**src/rtl/multicycle_control.sv**
```systemverilog
// Multicycle LEGv8-style control FSM: fetch/decode/exec/mem/wb sequencing.
// Define MCCTRL_MEM_TIMEOUT_EN to build the memory-wait watchdog and FAULT state.
module multicycle_control #(
   parameter int MEM_TIMEOUT = 16,
   parameter int CNT_W       = 8
) (
   input  logic        clk,
   input  logic        rst_n,
   input  logic [10:0] opcode,
   input  logic        mem_ready,
   input  logic        zero_flag,
   input  logic        cond_true,
   output logic        mem_req,
   output logic        mem_read,
   output logic        mem_write,
   output logic        ir_write,
   output logic        pc_write,
   output logic [1:0]  pc_src,
   output logic        reg_write,
   output logic        mem_to_reg,
   output logic        alu_src,
   output logic        readreg2_control,
   output logic        update_sreg,
   output logic [1:0]  alu_op,
   output logic [2:0]  state,
   output logic        illegal,
   output logic        fault
);

   if (MEM_TIMEOUT < 2 || MEM_TIMEOUT > 255 || (2 ** CNT_W) <= MEM_TIMEOUT) begin : g_bad_cfg
      $error("multicycle_control: illegal MEM_TIMEOUT/CNT_W");
   end

   typedef enum logic [2:0] {
      S_FETCH  = 3'd0,
      S_DECODE = 3'd1,
      S_EXEC   = 3'd2,
      S_MEM    = 3'd3,
      S_WB     = 3'd4,
      S_FAULT  = 3'd5
   } state_t;

   typedef enum logic [3:0] {
      C_UNDEF, C_ALU, C_ALUS, C_IMM, C_IMMS, C_CMP, C_CMPI,
      C_LOAD, C_STORE, C_B, C_CBZ, C_CBNZ, C_BCOND
   } cls_t;

   typedef struct packed {
      logic       mem_req;
      logic       mem_read;
      logic       mem_write;
      logic       ir_write;
      logic       pc_write;
      logic [1:0] pc_src;
      logic       reg_write;
      logic       mem_to_reg;
      logic       alu_src;
      logic       rr2;
      logic       update_sreg;
      logic [1:0] alu_op;
      logic       illegal;
   } ctrl_t;

   state_t state_q, state_d;
   cls_t   cls_q, cls_d, dec_cls;
   ctrl_t  c, co;

`ifdef MCCTRL_MEM_TIMEOUT_EN
   logic [CNT_W-1:0] cnt_q, cnt_d;
`endif

   // CMP/CMPI use dedicated encodings so they never alias SUBS/SUBIS
   always_comb begin
      dec_cls = C_UNDEF;
      unique casez (opcode)
         11'b10001011000, 11'b11001011000,
         11'b10001010000, 11'b10101010000: dec_cls = C_ALU;
         11'b10101011000, 11'b11101011000,
         11'b11101010000:                  dec_cls = C_ALUS;
         11'b1001000100?, 11'b1001001000?,
         11'b1101001000?, 11'b1011001000?,
         11'b1101000100?:                  dec_cls = C_IMM;
         11'b1011000100?, 11'b1111000100?,
         11'b1111001000?:                  dec_cls = C_IMMS;
         11'b11101011001:                  dec_cls = C_CMP;
         11'b1111001010?:                  dec_cls = C_CMPI;
         11'b11111000010, 11'b00111000010,
         11'b01111000010, 11'b10111000100: dec_cls = C_LOAD;
         11'b11111000000, 11'b00111000000,
         11'b01111000000, 11'b10111000000: dec_cls = C_STORE;
         11'b000101?????:                  dec_cls = C_B;
         11'b10110100???:                  dec_cls = C_CBZ;
         11'b10110101???:                  dec_cls = C_CBNZ;
         11'b01010100???:                  dec_cls = C_BCOND;
         default:                          dec_cls = C_UNDEF;
      endcase
   end

   always_comb begin
      c       = '0;
      state_d = state_q;
      cls_d   = cls_q;
`ifdef MCCTRL_MEM_TIMEOUT_EN
      cnt_d   = '0;
`endif
      unique case (state_q)
         S_FETCH: begin
            c.mem_req  = 1'b1;
            c.mem_read = 1'b1;
            if (mem_ready) begin
               c.ir_write = 1'b1;
               c.pc_write = 1'b1;
               state_d    = S_DECODE;
            end
         end
         S_DECODE: begin
            cls_d = dec_cls;
            if (dec_cls == C_UNDEF) begin
               c.illegal = 1'b1;
               state_d   = S_FETCH;
            end else begin
               state_d = S_EXEC;
            end
         end
         S_EXEC: begin
            state_d = S_FETCH;
            unique case (cls_q)
               C_ALU, C_ALUS: begin
                  c.alu_op = 2'b10;
                  state_d  = S_WB;
               end
               C_IMM, C_IMMS: begin
                  c.alu_src = 1'b1;
                  c.alu_op  = 2'b10;
                  state_d   = S_WB;
               end
               C_CMP, C_CMPI: begin
                  c.alu_op      = 2'b10;
                  c.update_sreg = 1'b1;
                  c.alu_src     = (cls_q == C_CMPI);
               end
               C_LOAD, C_STORE: begin
                  c.alu_src = 1'b1;
                  c.rr2     = (cls_q == C_STORE);
                  state_d   = S_MEM;
               end
               C_B: begin
                  c.pc_write = 1'b1;
                  c.pc_src   = 2'b01;
                  c.alu_op   = 2'b01;
               end
               C_CBZ, C_CBNZ: begin
                  c.rr2    = 1'b1;
                  c.alu_op = 2'b01;
                  if (zero_flag == (cls_q == C_CBZ)) begin
                     c.pc_write = 1'b1;
                     c.pc_src   = 2'b01;
                  end
               end
               C_BCOND: begin
                  c.alu_op = 2'b01;
                  if (cond_true) begin
                     c.pc_write = 1'b1;
                     c.pc_src   = 2'b01;
                  end
               end
               default: state_d = S_FETCH;
            endcase
         end
         S_MEM: begin
            c.mem_req   = 1'b1;
            c.mem_read  = (cls_q == C_LOAD);
            c.mem_write = (cls_q == C_STORE);
            if (mem_ready) begin
               state_d = (cls_q == C_LOAD) ? S_WB : S_FETCH;
            end
         end
         S_WB: begin
            c.reg_write   = 1'b1;
            c.mem_to_reg  = (cls_q == C_LOAD);
            c.update_sreg = (cls_q == C_ALUS) || (cls_q == C_IMMS);
            state_d       = S_FETCH;
         end
         S_FAULT: state_d = S_FAULT;
         default: state_d = S_FETCH;
      endcase
`ifdef MCCTRL_MEM_TIMEOUT_EN
      // a stalled request holds its state, so only stalls advance the count
      if (c.mem_req && !mem_ready) begin
         cnt_d = cnt_q + 1'b1;
         if (cnt_d == CNT_W'(MEM_TIMEOUT)) begin
            state_d = S_FAULT;
            cnt_d   = '0;
         end
      end
`endif
   end

   always_ff @(posedge clk or negedge rst_n) begin
      if (!rst_n) begin
         state_q <= S_FETCH;
         cls_q   <= C_UNDEF;
      end else begin
         state_q <= state_d;
         cls_q   <= cls_d;
      end
   end

`ifdef MCCTRL_MEM_TIMEOUT_EN
   always_ff @(posedge clk or negedge rst_n) begin
      if (!rst_n) begin
         cnt_q <= '0;
      end else begin
         cnt_q <= cnt_d;
      end
   end
   assign fault = rst_n && (state_q == S_FAULT);
`else
   assign fault = 1'b0;
`endif

   assign co               = rst_n ? c : '0;
   assign state            = rst_n ? state_q : S_FETCH;
   assign mem_req          = co.mem_req;
   assign mem_read         = co.mem_read;
   assign mem_write        = co.mem_write;
   assign ir_write         = co.ir_write;
   assign pc_write         = co.pc_write;
   assign pc_src           = co.pc_src;
   assign reg_write        = co.reg_write;
   assign mem_to_reg       = co.mem_to_reg;
   assign alu_src          = co.alu_src;
   assign readreg2_control = co.rr2;
   assign update_sreg      = co.update_sreg;
   assign alu_op           = co.alu_op;
   assign illegal          = co.illegal;

endmodule

```
**config.mk**
```make
export PLATFORM = sky130hd
export DESIGN_NAME = multicycle_control
export DESIGN_NICKNAME = d
export VERILOG_FILES = /design/src/rtl/multicycle_control.sv
export SDC_FILE = /design/constraint.sdc
export NUM_CORES = 1
export LEC_CHECK = 0
export CAP_MARGIN = 20
export CORE_MARGIN = 1
export CORE_UTILIZATION = 44
export DETAILED_ROUTE_END_ITERATION = 10
export PLACE_DENSITY = 0.79
export SLEW_MARGIN = 30
export SYNTH_ARGS = -nofsm -noshare
export SYNTH_HDL_FRONTEND = slang
export SYNTH_SLANG_ARGS = --single-unit
```
**constraint.sdc**
```tcl
create_clock -name clk -period 2.75 [get_ports clk]
set_clock_uncertainty 0.15 [all_clocks]
set_input_delay 0.6875 -clock clk [delete_from_list [all_inputs] [get_ports clk]]
set_output_delay 0.6875 -clock clk [all_outputs]
set_load 0.01 [all_outputs]
```
Word level (Yosys, flattened, before mapping)
Cells that the tools add are included.

Equality and inequality tests: 49. Mux-type cells: 28. Reductions and logical operators: 17.

Operator list (number): $eq A11 B11 Y1 const B (12); $eq A10 B10 Y1 const B (9); $pmux W4 S12 (1); $reduce_or A4 Y1 (6); $eq A11 B10 Y1 const B (2); $eq A11 B9 Y1 const B (2); $eq A4 B4 Y1 const B (5); $mux W3 (6); $eq A4 B3 Y1 const B (4); $eq A8 B8 Y1 const B (2); $mux W15 (1); $pmux W3 S5 (1); $mux W2 (6); $pmux W3 S3 (1); $eq A4 B2 Y1 const B (2); $eq A8 B7 Y1 const B (1); $pmux W1 S2 (4); $pmux W2 S2 (2); $eq A3 B2 Y1 const B (2); $eq A3 B3 Y1 const B (2); $eq A6 B3 Y1 const B (1); $pmux W3 S2 (1); $reduce_or A2 Y1 (3); $reduce_or A3 Y1 (2); other kinds (11) (16).

Flip-flop bits (word level): 7. Input port bits: 16. Output and inout port bits: 19. Word-level logic and storage cells: 96.

Logic depth before layout (Yosys ltp)
Gate-level depths: netlist of run 1.

Depth in word-level cells: 7. Gate-level depth with buffers: 7. Depth with buffers taken out: 6.

Worst setup path before layout of run 1
OpenSTA, ideal clock, no wires.

Kind: input to output. From: input port opcode[3]. To: output port illegal. Arrival: 1881 ps. Data required time: 1913 ps. Path slack: 32 ps. Stages: 7. Buffers on the path: 1. Cell sequence: buf_4 nor3b_1 a31oi_1 nor2_1 a41o_1 nor4_2 and3_1.

Longest elaborated chain between the ends: 7. Elaborated cells between the ends (all ways): 39. Those cells by class: 28 x eq/ne; 4 x mux; 7 x reduce/logical.

Ends and longest elaborated chain: start: declaration (RTL line 9) `input logic [10:0] opcode,`; $eq A10 B10 Y1 (tied with other cells) (RTL line 75) `unique casez (opcode)`; $reduce_or A5 Y1 (tied with other cells) (RTL line 75); $pmux W4 S12 * (RTL line 75); $logic_not A4 Y1 * (RTL line 118) `if (dec_cls == C_UNDEF) begin`; $mux W1 * (RTL line 118); $mux W1 * (RTL line 106) `unique case (state_q)`; $mux W15 * (RTL line 222) `assign co = rst_n ? c : '0;`; end: declaration (RTL line 26) `output logic illegal,`.

Every way passes the cells marked *; elsewhere a longest branch is shown, timed or not.

Worst setup path in the final report of run 1
From: input port opcode[9]. To: output port illegal.

The elaborated chain is that of the path after synthesis.

==> flow_metrics.tcl, run 1 <==
set metrics [dict create \
    status "finished, violations left" \
    violations "negative setup slack" \
    fin_ws_ns -0.341 \
    synth_top_cell_area_share_pct 18.2 \
    syn_to_final_growth_pct 99.6 \
    dieHeight_um 48.7 \
    synth_area_um2 961 \
    yosysWarnings 0 \
    io_pins 35 \
    fin_setup_tns_ns -0.541 \
    cts_htree_levels 1 \
    place_area_um2 1540 \
    routed_wirelength_um 6010 \
    seqPwrFrac_pct 27.8 \
    p_int_w 0.000324 \
    cts.sinks 7 \
    crit_type "in -> out" \
    finalCritPeriodShare_pct 112 \
    synth_top_flop_cell "dfrtp_1" \
    numPortBuffers 32 \
    drt_iter0_markers 143 \
    power_frac_comb_pct 52.9 \
    fin_nets 246 \
    final_cell_mix "50 x buf_4, 16 x nor2_1, 13 x buf_6" \
    routed-via-count 1736 \
    root_buffer "clkbuf_4" \
    viasPerCell 6.78 \
    synth.avg_cell_area_um2 6.77 \
    dp_hpwl_um 2460 \
    post-route-util_pct 95.8 \
    p_switching_w 0.000271 \
    global_route.overflow_total 0 \
    cts_made_buffers 3 \
    die_w_um 48.7 \
    grt_first_pass_wirelength_um 6560 \
    p_per_area_nw_per_um2 311 \
    hold_class "in -> async" \
    cts_tree "yes" \
    gp_congestion 0.956 \
    fmax_mhz 324 \
    path_clk_slew_ns 0.07 \
    final-setup-viol-count 6 \
    worstSetupEndpointType "output port" \
    crit_chain "buf_4 > nor2b_4 > mux2_4 > nand3_2 > o211ai_1 > nor4_2 > and3_1 > buf_2" \
    die_area_um2 2370 \
    grtUsageTotal_pct 35.9 \
    maxCapViolations 0 \
    grt_max_degree 12 \
    critPathSlowestCell "nor4_2" \
    critPathLaunchType "input pin" \
    hold-worst-slack_ns 0.221 \
    drc 0 \
    crit_required_ns 1.91 \
    crit_arrival_ns 2.25 \
    final-max-slew-violation-count 0 \
    pwr-share-clk_pct 19.3 \
    rsz0062_at_grt "true" \
    first_pass_iters 6 \
    initial_utilization_pct 48.0 \
    ys_types 42 \
    ir_worst_vdd_mv 0.301 \
    power.leakage_nw 0.945 \
    grt_pass1_vias 1419 \
    ctsHoldBuffers 0 \
    insertion_delay_ns 0.29 \
    antenna_found_initial 0 \
    synth_seq_cells 7 \
    synth_seq_area_share_pct 18.2 \
    clk_path_buf_depth 2 \
    fin_total_pwr_w 0.000596 \
    detail-route-antenna-nets 0 \
    yosys-top-cells-area "dfrtp_1 18%, nor2_1 7.4%, nand2b_1 6.5%, a21oi_1 4.7%, nor3_1 4.7%" \
    antenna_cells 0 \
    synth_edf_count 0 \
    period_minus_slack_ns 3.09 \
    wl_per_cell_um 23.5 \
    swShare_pct 45.6 \
    synth_cells 142 \
    final_common_cell "buf_4" \
    async_reset_ff_share_pct 100 \
    rows 16 \
    critPathMaxStageDelay_ns 0.39 \
    synth_area_leader_cell "dfrtp_1" \
    finalHoldViolCount 0 \
    drive_gt1_share_pct 52.0 \
    crit_fanout 5 \
    core_um2 2000 \
    postLayoutCellArea_um2 1920 \
]
## critical path, delay by kind of cell
kind / cells / cell delay [ns]
and+or+nand+nor: 4 / 0.86
AOI/OAI and AO/OA: 1 / 0.14
buffers and inverters: 2 / 0.28
muxes: 1 / 0.27
## final cells by class
type                            count  area [µm²]
Inverter                            6        22.5
Fill cell                          52        83.8
Clock buffer                        4        26.3
Sequential cell                     7         180
Tap cell                           27        33.8
Timing Repair Buffer               92         754
Multi-Input combinational cell    120         901
## metrics by stage
step,cells,worst slack (ns)
CTS,247,-0.191
floorplan,143,0.0315
detailed placement,229,-0.978
global placement,229,-0.938
global route,256,-0.390
finish,256,-0.341
## Yosys cell counts, drive strengths merged (4+ instances only)
| library cell | count |
|---|---|
| nor2b | 4 |
| nor3 | 9 |
| nor4 | 4 |
| nor2 | 19 |
| nand2b | 10 |
| dfrtp | 7 |
| buf | 8 |
| nor3b | 4 |
| o21ai | 8 |
| nand2 | 11 |
| a21oi | 9 |
| inv | 6 |
## flip-flops by register name, summed over array words and instances (netlist names)
register,flops
state_q,3
cls_q,4
## path summary, 6_finish.rpt
kind                                 from    endpoint  slack [ns]  cells past startpoint
worst max register to register   cls_q[2]  state_q[0]        0.93                      6
min in group clk                 cls_q[3]    cls_q[3]        0.61                      1
worst min-delay path                rst_n  state_q[2]        0.22                      3
worst min register to register   cls_q[3]    cls_q[3]        0.61                      1
max in group asynchronous           rst_n    cls_q[1]        2.09                      3
worst max-delay path            opcode[9]     illegal       -0.34                      8
## logic make-up after synthesis
group           after synthesis  synth area share, %
compound gates               31                 20.6
buf+inv                      16                 8.07
flops                         7                 18.2
mux                           4                 4.56
other cells                   1                0.390
simple gates                 83                 48.2
## power by group through the flow
stage               Clock [W]  Combinational (W)  Sequential (W)
global route         0.000116           0.000327        0.000167
floorplan                   0           0.000141        0.000130
finish               0.000115           0.000315        0.000166
CTS                  0.000102           0.000239        0.000152
detailed placement          0           0.000237        0.000149
global placement            0           0.000228        0.000147
## routing by layer
metal	global-route usage, %	wire (µm)	vias to the layer above
li1	-	-	679
met1	44.2	2070	778
met2	61.3	2710	214
met3	5.66	697	65
met4	15.2	540	0
met5	0	0	-
## repair_timing
action / 4_1_cts / 5_1_grt
setup endpoints to repair: 17 / 12
gates resized for setup: 69 / 64
pin swaps: 11 / 19
setup buffers: 14 / 10
(Power assumes the default switching activity.)
==> inputs of run 2 (changes only) <==
--- a/config.mk
+++ b/config.mk
@@ -9,6 +9,7 @@
 export CORE_MARGIN = 1
 export CORE_UTILIZATION = 44
 export DETAILED_ROUTE_END_ITERATION = 10
+export GPL_ROUTABILITY_DRIVEN = 0
 export PLACE_DENSITY = 0.79
 export SLEW_MARGIN = 30
 export SYNTH_ARGS = -nofsm -noshare
==> flow_metrics.tcl, run 2 (synthesis gave the netlist of run 1 again) <==
set metrics [dict create \
    critPathLaunchType "input pin" \
    dieHeight_um 48.7 \
    final_cell_mix "43 x buf_4, 18 x nor2_1, 15 x buf_6" \
    crit_fanout 4 \
    fin_ws_ns -0.331 \
    numPortBuffers 32 \
    final-setup-viol-count 2 \
    initial_utilization_pct 48.0 \
    period_minus_slack_ns 3.08 \
    rows 16 \
    clk_path_buf_depth 2 \
    insertion_delay_ns 0.27 \
    detail-route-antenna-nets 0 \
    worstSetupEndpointType "output port" \
    routed_wirelength_um 5880 \
    finalCritPeriodShare_pct 112 \
    antenna_found_initial 0 \
    syn_to_final_growth_pct 96.1 \
    r2r_start "cls_q[2]" \
    cts.sinks 7 \
    final-max-slew-violation-count 0 \
    drive_gt1_share_pct 48.0 \
    critPathSlowestCell "nor4_4" \
    power.leakage_nw 0.922 \
    global_route.overflow_total 0 \
    root_buffer "clkbuf_4" \
    r2r_cells 5 \
    drt_iter0_markers 162 \
    die_w_um 48.7 \
    drc 0 \
    die_area_um2 2370 \
    grtUsageTotal_pct 37.1 \
    crit_arrival_ns 2.24 \
    ctsHoldBuffers 0 \
    rrSetupSlack_ns 0.89 \
    core_um2 2000 \
    fin_nets 242 \
    maxCapViolations 0 \
    dp_hpwl_um 2400 \
    hold_class "in -> async" \
    largest_reg_flops 4 \
    regMostFlops "cls_q" \
    stdcell_count 252 \
    fmax_mhz 325 \
    cts_made_buffers 3 \
    wl_per_cell_um 23.3 \
    viasPerCell 6.63 \
    cts_htree_levels 1 \
    grt_max_degree 14 \
    final_common_cell "buf_4" \
    finalHoldViolCount 0 \
    crit_type "in -> out" \
    antenna_cells 0 \
    crit_required_ns 1.91 \
    routed-via-count 1672 \
    path_clk_slew_ns 0.07 \
    largest_registers "cls_q (4), state_q (3)" \
    rsz0062_at_grt "true" \
    grt_first_pass_wirelength_um 6680 \
    dp_slack_ns -0.987 \
    grt_pass1_vias 1422 \
    cts_tree "yes" \
    status "finished, violations left" \
    first_pass_iters 5 \
    crit_chain "buf_4 > nand4b_1 > nor4_4 > buf_4 > o21ai_4 > o211ai_1 > nor4_4 > and3_1 > buf_2" \
    ir_worst_vdd_mv 0.280 \
    p_per_area_nw_per_um2 304 \
    r2r-end "state_q[1]" \
    placed_cells 227 \
    io_pins 35 \
    violations "negative setup slack" \
    critPathMaxStageDelay_ns 0.34 \
]
-- run 2: area by class of cell --
type / instances / area [µm²]
Timing Repair Buffer: 88 / 747
Tap cell: 27 / 33.8
Sequential cell: 7 / 180
Multi-Input combinational cell: 120 / 875
Inverter: 6 / 22.5
Clock buffer: 4 / 26.3
Fill cell: 65 / 118
-- run 2: per-stage QoR --
stage / setup TNS (ns) / total power, W / hold WS (ns) / area (µm²) / util, %
after global routing: -0.405 / 0.000590 / 0.317 / 1880 / 94.1
after detailed placement: -7.57 / 0.000374 / 0.526 / 1530 / 76.3
after CTS: -0.417 / 0.000478 / 0.318 / 1720 / 86.1
after global placement: -7.24 / 0.000363 / 0.506 / 1530 / 76.3
final: -0.346 / 0.000574 / 0.320 / 1880 / 94.1
after floorplan: 0 / 0.000271 / 0.242 / 965 / -
-- run 2: worst max path at each step --
stage | start | to | depth (start not counted)
after floorplan | opcode[3] | illegal | 7
after global placement | opcode[9] | illegal | 8
after detailed placement | opcode[3] | illegal | 8
after CTS | opcode[7] | cls_q[3] | 17
after global routing | opcode[5] | illegal | 9
final | opcode[5] | illegal | 9
-- run 2: critical path: cells and delay by family --
family	cells	cell delay [ns]
simple gates	4	0.83
compound gates	2	0.26
buf+inv	3	0.47
-- run 2: layer usage --
metal / vias up / routed length [µm] / track usage, %
li1: 670 / - / -
met1: 771 / 2050 / 47.1
met2: 173 / 2640 / 60.2
met3: 58 / 747 / 5.97
met4: 0 / 439 / 19.1
met5: - / 0 / 0
-- run 2: report_power, final --
| part | internal [W] | switching (W) | leakage, nW | total, W |
|---|---|---|---|---|
| clock network | 0.0000559 | 0.0000495 | 0.0150 | 0.000105 |
| logic | 0.000135 | 0.000160 | 0.822 | 0.000295 |
| registers | 0.000120 | 0.0000532 | 0.0856 | 0.000173 |
-- run 2: repair_timing --
action                                  in CTS  in global routing
pin swaps                                    9                 14
resized for setup                           65                 71
buffers inserted                            16                  6
gates cloned                                 0                  0
endpoints found under the setup margin      17                 10
==> inputs of run 3 (changes only) <==
--- a/config.mk
+++ b/config.mk
@@ -6,11 +6,12 @@
 export NUM_CORES = 1
 export LEC_CHECK = 0
 export CAP_MARGIN = 20
-export CORE_MARGIN = 1
+export CORE_MARGIN = 2
 export CORE_UTILIZATION = 44
 export DETAILED_ROUTE_END_ITERATION = 10
 export GPL_ROUTABILITY_DRIVEN = 0
 export PLACE_DENSITY = 0.79
+export SKIP_CTS_REPAIR_TIMING = 1
 export SLEW_MARGIN = 30
 export SYNTH_ARGS = -nofsm -noshare
 export SYNTH_HDL_FRONTEND = slang
==> flow_metrics.tcl, run 3 (synthesis gave the netlist of run 1 again) <==
set metrics [dict create \
    largest_reg_flops 4 \
    fin_nets 233 \
    finalCritPeriodShare_pct 113 \
    drt_iter0_markers 76 \
    io_pins 35 \
    crit_required_ns 1.91 \
    place_area_um2 1540 \
    dieHeight_um 50.7 \
    core_um2 2000 \
    die_w_um 50.7 \
    wl_per_cell_um 17.9 \
    power_frac_comb_pct 56.5 \
    fmax_mhz 321 \
    final-setup-viol-count 2 \
    cts_tree "yes" \
    finalHoldViolCount 0 \
    p_int_w 0.000338 \
    stdcell_count 243 \
    status "finished, violations left" \
    dp_hpwl_um 2570 \
    viasPerCell 6.06 \
    routed_wirelength_um 4340 \
    largest_registers "cls_q (4), state_q (3)" \
    crit_arrival_ns 2.27 \
    p_per_area_nw_per_um2 322 \
    seqPwrFrac_pct 25.6 \
    swShare_pct 40.3 \
    insertion_delay_ns 0.27 \
    cts_htree_levels 1 \
    routed-via-count 1473 \
    drc 0 \
    die_area_um2 2570 \
    drive_gt1_share_pct 34.3 \
    numPortBuffers 32 \
    antenna_cells 0 \
    period_minus_slack_ns 3.11 \
    rows 16 \
    power.leakage_nw 1.04 \
    clk_path_buf_depth 2 \
    grtUsageTotal_pct 26.6 \
    placed_cells 229 \
    initial_utilization_pct 48.0 \
    path_clk_slew_ns 0.05 \
    fin_ws_ns -0.361 \
    cts_made_buffers 3 \
    cts.sinks 7 \
    first_pass_iters 6 \
    final-max-slew-violation-count 0 \
    hold_class "in -> async" \
    rsz0062_at_grt "true" \
    grt_max_degree 10 \
    pwr-share-clk_pct 17.9 \
    p_switching_w 0.000228 \
    syn_to_final_growth_pct 82.9 \
    post-route-util_pct 87.8 \
    grt_pass1_vias 1234 \
    violations "negative setup slack" \
    detail-route-antenna-nets 0 \
    crit_type "in -> out" \
    final_cell_mix "44 x buf_4, 22 x dlymetal6s2s_1, 17 x nor2_1" \
    worstSetupEndpointType "output port" \
    critPathLaunchType "input pin" \
    maxCapViolations 0 \
    postLayoutCellArea_um2 1760 \
    grt_first_pass_wirelength_um 5180 \
    crit_fanout 6 \
    root_buffer "clkbuf_4" \
    antenna_found_initial 0 \
    global_route.overflow_total 0 \
    nFillCells 108 \
    final_common_cell "buf_4" \
    ir_worst_vdd_mv 0.250 \
    regMostFlops "cls_q" \
]
## run 3: cell types whose count changed in the layout (fill, tap and decap cells not counted), sizes merged
cell           previous run  this run
clkbuf                    9         8
dlygate4sd2               6         0
clkdlybuf4s15             2         0
buf                      67        47
dlymetal6s2s              4        22
clkdlybuf4s50             4         6
## run 3: final cells by class
cell class,count,area (µm²),area share [%]
Multi-Input combinational cell,120,783,44.6
Timing Repair Buffer,79,713,40.6
Sequential cell,7,179,10.2
Tap cell,27,33.8,1.92
Clock buffer,4,26.3,1.49
Inverter,6,22.5,1.28
## run 3: worst paths after layout
| path | from | endpoint | slack (ns) | depth (start not counted) |
|---|---|---|---|---|
| max | opcode[8] | illegal | -0.36 | 10 |
| min | rst_n | state_q[2] | 0.27 | 2 |
| max reg2reg | state_q[2] | cls_q[3] | 1.02 | 5 |
| min reg2reg | cls_q[2] | cls_q[2] | 0.48 | 2 |
| max in group asynchronous | rst_n | cls_q[3] | 1.97 | 3 |
| min in group clk | cls_q[2] | cls_q[2] | 0.48 | 2 |
## run 3: worst max-delay path, cell delays in order
cell and delay, ns:
dlymetal6s2s_1 0.15, buf_6 0.14, nand2_1 0.10, nor3_1 0.05
buf_4 0.14, nand2b_1 0.10, o211ai_1 0.21, nor4_4 0.37
and3_1 0.20, clkbuf_2 0.13
## run 3: stage by stage
| stage | worst slack (ns) | TNS (ns) | hold slack, ns | total power, W |
|---|---|---|---|---|
| floorplan | 0.0315 | 0 | 0.242 | 0.000271 |
| global placement | -0.921 | -6.90 | 0.463 | 0.000375 |
| detailed placement | -0.984 | -7.19 | 0.477 | 0.000389 |
| CTS | -0.994 | -7.38 | 0.493 | 0.000491 |
| global route | -0.385 | -0.449 | 0.271 | 0.000591 |
| finish | -0.361 | -0.374 | 0.265 | 0.000566 |
## run 3: layer usage
layer	global-route usage, %	wire length [µm]
met1	28.5	1660
met2	49.3	2190
met3	6.85	360
met4	10.4	127
met5	0	0
## run 3: power groups by stage
stage | registers, W | logic, W | clock network (W)
after floorplan | 0.000130 | 0.000141 | 0
after global placement | 0.000142 | 0.000233 | 0
after detailed placement | 0.000144 | 0.000244 | 0
after CTS | 0.000143 | 0.000247 | 0.000102
after global routing | 0.000146 | 0.000335 | 0.000109
final | 0.000145 | 0.000319 | 0.000101
